**src/rtl/stage_cfg_writer.sv**
```systemverilog
// Control-plane writer for one RMT stage: decodes AXI-Stream config packets
// and issues one single-cycle write to the offset RAM, the lookup CAM or the action RAM.
module stage_cfg_writer #(
    parameter int STAGE               = 0,
    parameter int C_S_AXIS_DATA_WIDTH = 256,
    parameter int KEY_LEN             = 197,
    parameter int KEY_OFF             = 18,
    parameter int ACT_LEN             = 25,
    parameter int ADDR_WIDTH          = 4
) (
    input  logic                           axis_clk,
    input  logic                           aresetn,
    input  logic [C_S_AXIS_DATA_WIDTH-1:0] c_s_axis_tdata,
    input  logic                           c_s_axis_tvalid,
    input  logic                           c_s_axis_tlast,
    output logic                           c_s_axis_tready,
    output logic [KEY_OFF-1:0]             key_off_entry_out,
    output logic                           key_off_entry_valid,
    output logic [ADDR_WIDTH-1:0]          key_off_entry_addr,
    output logic [KEY_LEN-1:0]             lookup_din,
    output logic [KEY_LEN-1:0]             lookup_din_mask,
    output logic [ADDR_WIDTH-1:0]          lookup_din_addr,
    output logic                           lookup_din_en,
    output logic [ACT_LEN*25-1:0]          action_data_out,
    output logic [ADDR_WIDTH-1:0]          action_addr,
    output logic                           action_en,
    output logic [15:0]                    cfg_ok_cnt,
    output logic [15:0]                    cfg_err_cnt
);

    localparam int          DW       = C_S_AXIS_DATA_WIDTH;
    localparam int          ACT_W    = ACT_LEN * 25;
    localparam logic [3:0]  STAGE_ID = 4'(STAGE);

    localparam logic [1:0] S_IDLE    = 2'd0;
    localparam logic [1:0] S_COLLECT = 2'd1;
    localparam logic [1:0] S_ISSUE   = 2'd2;
    localparam logic [1:0] S_DROP    = 2'd3;

    localparam logic [1:0] T_OFF = 2'd0;
    localparam logic [1:0] T_CAM = 2'd1;
    localparam logic [1:0] T_ACT = 2'd2;
    localparam logic [1:0] T_RSV = 2'd3;

    logic [1:0]            r_state;
    logic [1:0]            r_type;
    logic [1:0]            r_cnt;
    logic [ADDR_WIDTH-1:0] r_addr;
    logic [DW-1:0]         r_pay0;
    logic [DW-1:0]         r_pay1;

    logic [KEY_OFF-1:0]    r_koff_data;
    logic [ADDR_WIDTH-1:0] r_koff_addr;
    logic                  r_koff_valid;
    logic [KEY_LEN-1:0]    r_key;
    logic [KEY_LEN-1:0]    r_mask;
    logic [ADDR_WIDTH-1:0] r_cam_addr;
    logic                  r_cam_en;
    logic [ACT_W-1:0]      r_act_data;
    logic [ADDR_WIDTH-1:0] r_act_addr;
    logic                  r_act_en;
    logic [15:0]           r_ok_cnt;
    logic [15:0]           r_err_cnt;

    logic                  w_accept;
    logic                  w_hdr_match;
    logic [1:0]            w_hdr_type;
    logic                  w_last_beat;
    logic [3*DW-1:0]       w_act_all;

    // tready is forced low while reset is held so nothing is accepted then
    assign c_s_axis_tready = aresetn && (r_state != S_ISSUE);
    assign w_accept        = c_s_axis_tvalid && c_s_axis_tready;
    assign w_hdr_match     = (c_s_axis_tdata[3:0] == STAGE_ID);
    assign w_hdr_type      = c_s_axis_tdata[5:4];
    // a packet of type t carries t+1 payload beats, so the last one arrives at cnt == t
    assign w_last_beat     = (r_cnt == r_type);
    assign w_act_all       = {c_s_axis_tdata, r_pay1, r_pay0};

    function automatic logic [15:0] satInc(input logic [15:0] v);
        return (v == 16'hFFFF) ? v : v + 16'd1;
    endfunction

    always_ff @(posedge axis_clk or negedge aresetn) begin
        if (!aresetn) begin
            r_state      <= S_IDLE;
            r_type       <= T_OFF;
            r_cnt        <= '0;
            r_addr       <= '0;
            r_pay0       <= '0;
            r_pay1       <= '0;
            r_koff_data  <= '0;
            r_koff_addr  <= '0;
            r_koff_valid <= 1'b0;
            r_key        <= '0;
            r_mask       <= '0;
            r_cam_addr   <= '0;
            r_cam_en     <= 1'b0;
            r_act_data   <= '0;
            r_act_addr   <= '0;
            r_act_en     <= 1'b0;
            r_ok_cnt     <= '0;
            r_err_cnt    <= '0;
        end else begin
            r_koff_valid <= 1'b0;
            r_cam_en     <= 1'b0;
            r_act_en     <= 1'b0;
            case (r_state)
                S_IDLE: begin
                    if (w_accept) begin
                        r_type <= w_hdr_type;
                        r_addr <= c_s_axis_tdata[8 +: ADDR_WIDTH];
                        r_cnt  <= '0;
                        if (c_s_axis_tlast) begin
                            if (w_hdr_match) r_err_cnt <= satInc(r_err_cnt);
                        end else if (!w_hdr_match || w_hdr_type == T_RSV) begin
                            r_state <= S_DROP;
                            if (w_hdr_match) r_err_cnt <= satInc(r_err_cnt);
                        end else begin
                            r_state <= S_COLLECT;
                        end
                    end
                end
                S_COLLECT: begin
                    if (w_accept) begin
                        if (w_last_beat) begin
                            if (c_s_axis_tlast) begin
                                r_state <= S_ISSUE;
                                // the final beat is used straight from the bus, not from a slot
                                case (r_type)
                                    T_OFF: begin
                                        r_koff_data  <= c_s_axis_tdata[KEY_OFF-1:0];
                                        r_koff_addr  <= r_addr;
                                        r_koff_valid <= 1'b1;
                                    end
                                    T_CAM: begin
                                        r_key      <= r_pay0[KEY_LEN-1:0];
                                        r_mask     <= c_s_axis_tdata[KEY_LEN-1:0];
                                        r_cam_addr <= r_addr;
                                        r_cam_en   <= 1'b1;
                                    end
                                    T_ACT: begin
                                        r_act_data <= w_act_all[ACT_W-1:0];
                                        r_act_addr <= r_addr;
                                        r_act_en   <= 1'b1;
                                    end
                                    default: ;
                                endcase
                            end else begin
                                r_state   <= S_DROP;
                                r_err_cnt <= satInc(r_err_cnt);
                            end
                        end else begin
                            if (r_cnt == 2'd0) r_pay0 <= c_s_axis_tdata;
                            else               r_pay1 <= c_s_axis_tdata;
                            if (c_s_axis_tlast) begin
                                r_state   <= S_IDLE;
                                r_err_cnt <= satInc(r_err_cnt);
                            end else begin
                                r_cnt <= r_cnt + 2'd1;
                            end
                        end
                    end
                end
                S_ISSUE: begin
                    r_ok_cnt <= satInc(r_ok_cnt);
                    r_state  <= S_IDLE;
                end
                S_DROP: begin
                    if (w_accept && c_s_axis_tlast) r_state <= S_IDLE;
                end
                default: r_state <= S_IDLE;
            endcase
        end
    end

    assign key_off_entry_out   = r_koff_data;
    assign key_off_entry_addr  = r_koff_addr;
    assign key_off_entry_valid = r_koff_valid;
    assign lookup_din          = r_key;
    assign lookup_din_mask     = r_mask;
    assign lookup_din_addr     = r_cam_addr;
    assign lookup_din_en       = r_cam_en;
    assign action_data_out     = r_act_data;
    assign action_addr         = r_act_addr;
    assign action_en           = r_act_en;
    assign cfg_ok_cnt          = r_ok_cnt;
    assign cfg_err_cnt         = r_err_cnt;

endmodule
```
**config.mk**
```make
export PLATFORM = sky130hd
export DESIGN_NAME = stage_cfg_writer
export DESIGN_NICKNAME = d
export VERILOG_FILES = /design/src/rtl/stage_cfg_writer.sv
export SDC_FILE = /design/constraint.sdc
export NUM_CORES = 2
export LEC_CHECK = 0
export ABC_AREA = 0
export ABC_CLOCK_PERIOD_IN_PS = 2900
export BUFFER_PORTS_ARGS = -buffer_cell sky130_fd_sc_hd__buf_2
export CORE_AREA = 4 4 525 527
export DETAILED_ROUTE_END_ITERATION = 12
export DIE_AREA = 0 0 529 531
export GPL_TIMING_DRIVEN = 0
export PLACE_DENSITY = 0.48
export SYNTH_ARGS = -nofsm -noshare
export SYNTH_HDL_FRONTEND = slang
export SYNTH_SLANG_ARGS = --single-unit
```
**constraint.sdc**
```tcl
create_clock -name axis_clk -period 2.9 [get_ports axis_clk]
set_input_delay 0 -clock axis_clk [delete_from_list [all_inputs] [get_ports axis_clk]]
set_output_delay 0 -clock axis_clk [all_outputs]
set_load 0.05 [all_outputs]
```
==> qor.csv <==
metric,value,unit
clk_latency,0.84,ns
met1_length,96.3,mm
worstPathCellList,"xor2_1, or2_2, nand4_1, buf_4, buf_4, clkbuf_2, buf_12, buf_2, mux2_2",
die_h,531,microns
layout_commonest_cell,dfrtp_1,
syn_to_final_growth,37.9,%
end_kind,flop,
hp-class,in -> async,
layout_common_cells,"dfrtp_1 (1606), mux2_2 (1450), buf_2 (1394), dlygate4sd3_1 (436), clkbuf_16 (191)",
die_w,529,microns
setup_viol,0,
ctsHoldBuffers,447,
first_global_vias,41609,
fin_crit_sh,95.3,%
syn_avg_cell_area,17.2,sq um
crit_fanout,10,
syn-num-nets,3755,
wl_met2,117,mm
vias,38334,
cp.arrival,3.49,ns
synth_xor_area_share,0.409,%
ys_seq_elements,1606,
h-tree-depth,4,
hpwl,187,mm
synth-simple-area-share,0.820,%
wl_met3,24.0,mm
cp_slowest_cell,dfrtp_1,
synth_cells,3492,
path_buf_inv,5,
critical-path-max-stage-delay,0.46,ns
hold_viol,123,
fmax,0.362,GHz
power,90600,uW
required,3.62,ns
slew_headroom,39.4,%
ir_worst_vdd,620,uV
top_layer,met5,
io-pin-count,1345,
drt_iter0_drc,1561,
start_util,22.2,%
clkSinkCount,1606,
fin_crit,2.76,ns
synth_top_family_by_area,multiplexers,
first_pass_iters,5,
clkTransAtPathRegs,0.06,ns
grt_pass1_wl,338,mm
synth_compound_area_share,0.221,%
startpoint_type,flop,
antenna_found_initial,40,
finalMaxSlewViolations,0,
hold_ws,-0.256,ns
critPathKind,reg -> reg,
nNetsFinal,5755,
cts_buffers,191,
vias_per_cell,4.16,
syn_area,0.0599,sq mm
clockBufferDepth,4,
drc_errors,0,
ctsRootBufferMaster,clkbuf_16,
die_area,0.281,sq mm
cp_top_family,buffers and inverters,
globalplace.congestion,0.864,
rows,191,
yosys-mux-area-fraction,29.5,%
wire_per_inst,26.8,microns
cts_tree,done,
yosysSeqAreaShare,67.0,%
core-area,0.271,sq mm
ys_types,43,
violations,negative hold slack,
crit_top_cell,buf_4,
clock_skew,0.0463,ns
grt_max_degree,165,
leakage,0.0422,uW
final_util,30.6,%
worstMarginPinSlew,0.910,ns
grt.overflow.total,0,
ant_nets,0,
synth_fa_ha_area_share,0.0626,%
maxCapViolCount,0,
drt-total-wl,246,mm
drive_gt1_share,58.4,%
status,"finished, violations left",
port_buffers,1344,
power_density,1100,mW/mm^2
yosysWarnings,0,
grt_use_total,17.0,%
kinds of logic (layout without fill, tap and decap cells):
logic type	Yosys count	in the layout
other	0	18
multiplexers	1569	1569
AND/OR/NAND/NOR	86	86
AO/OA/AOI/OAI	20	20
adder cells (fa/ha/maj)	3	3
flip-flops	1606	1606
buffers and inverters	180	2306
XOR/XNOR	28	28
what timing repair did:
action / in CTS / in global routing
pin swaps: 1 / 0
endpoints found under the setup margin: 1554 / 855
cloned: 3 / 0
endpoints found under the hold margin: 1305 / 123
gates resized for setup: 44 / 22
setup buffers: 2 / 0
sequential cells by signal, summed over array words and instances (netlist names), 4 cells and up:
| register | count |
|---|---|
| action_addr | 4 |
| action_data_out | 625 |
| cfg_err_cnt | 16 |
| cfg_ok_cnt | 16 |
| key_off_entry_addr | 4 |
| key_off_entry_out | 18 |
| lookup_din | 197 |
| lookup_din_addr | 4 |
| lookup_din_mask | 197 |
| r_addr | 4 |
| r_pay0 | 256 |
| r_pay1 | 256 |
cells in the mapped netlist:
cell type,n,share of area [%]
nand3_2,1,0.017
or4_1,2,0.025
a31oi_1,1,0.010
o211ai_2,1,0.021
clkbuf_1,5,0.031
a22oi_1,1,0.013
a41o_1,1,0.017
o21ai_0,5,0.042
mux2_2,1450,27
a21oi_1,6,0.050
mux2i_1,1,0.017
nor4b_2,1,0.025
and2_1,1,0.010
inv_1,4,0.025
and3b_1,2,0.029
mux2_1,118,2.2
xor2_1,7,0.10
a21boi_0,2,0.025
or3_1,1,0.010
nor2b_1,2,0.021
and3_1,8,0.083
nor2_1,14,0.088
nor4_2,1,0.021
and4_1,2,0.029
buf_1,1,0.0063
dfrtp_1,1606,67
nand2_1,14,0.088
a2111o_1,1,0.019
nand4bb_1,1,0.019
nand3_1,11,0.092
xnor2_1,21,0.31
nor3_1,2,0.017
nor4_1,4,0.042
nand3b_1,3,0.038
o32ai_1,1,0.015
buf_2,73,0.61
or2_2,1,0.010
o22ai_1,1,0.010
ha_1,3,0.063
nand2b_1,1,0.010
buf_4,84,1.1
buf_6,13,0.24
nand4_1,14,0.15
final cells by class:
cell class	instances	area, sq um
clock buffers	266	5450
flip-flops and latches	1606	40200
plain buffers	174	1380
multi-input cells	1706	18600
diodes	18	45.0
well taps	3570	4470
clock inverters	53	688
inverters	4	15.0
repair buffers	1809	11800
fillers	27353	188000
per-layer routing:
metal | track usage, % | vias to the layer above
li1 | - | 16495
met1 | 19.8 | 20165
met2 | 28.2 | 1345
met3 | 6.88 | 327
met4 | 6.10 | 2
met5 | 0 | -
per-stage QoR:
stage	instances	hold WS [ns]	setup TNS, ns	area (sq um)	worst slack (ns)
final	9206	-0.256	0	82700	0.137
after global routing	9197	-0.234	-0.00115	82700	-0.00115
after CTS	9189	-0.264	-0.00982	82600	-0.00548
after detailed placement	8419	-0.0447	-2898.99	71500	-2.20
after global placement	8406	0.250	-	71100	-34.99
after floorplan	3492	-0.296	0	59900	0.727
report_power, final:
group / switching (uW) / leakage, uW / internal, uW
logic: 22500 / 0.0180 / 9620
registers: 4720 / 0.0212 / 30000
clock network: 9800 / 0.00301 / 14000
total: 37000 / 0.0422 / 53600
worst reg2reg max path, cell delays in order (launching register included):
cell	delay (ns)
dfrtp_1	0.46
xor2_1	0.20
or2_2	0.38
nand4_1	0.13
buf_4	0.16
buf_4	0.22
clkbuf_2	0.16
buf_12	0.19
buf_2	0.38
mux2_2	0.39
final timing paths:
| check | depth (start not counted) | end | startpoint | slack (ns) |
|---|---|---|---|---|
| worst max-delay path | 9 | r_pay0[57]$_DFFE_PN0P_ | r_type[1]$_DFFE_PN0P_ | 0.14 |
| worst min-delay path | 7 | action_data_out[563]$_DFFE_PN0P_ | aresetn | -0.26 |
| worst max register to register | 9 | r_pay0[57]$_DFFE_PN0P_ | r_type[1]$_DFFE_PN0P_ | 0.14 |
| worst min register to register | 1 | lookup_din[192]$_DFFE_PN0P_ | lookup_din[192]$_DFFE_PN0P_ | 0.48 |
| max in group asynchronous | 10 | action_data_out[171]$_DFFE_PN0P_ | aresetn | 0.40 |
| min in group axis_clk | 3 | lookup_din_mask[35]$_DFFE_PN0P_ | c_s_axis_tdata[35] | 0.09 |
Power figures use the tool's default switching activity.
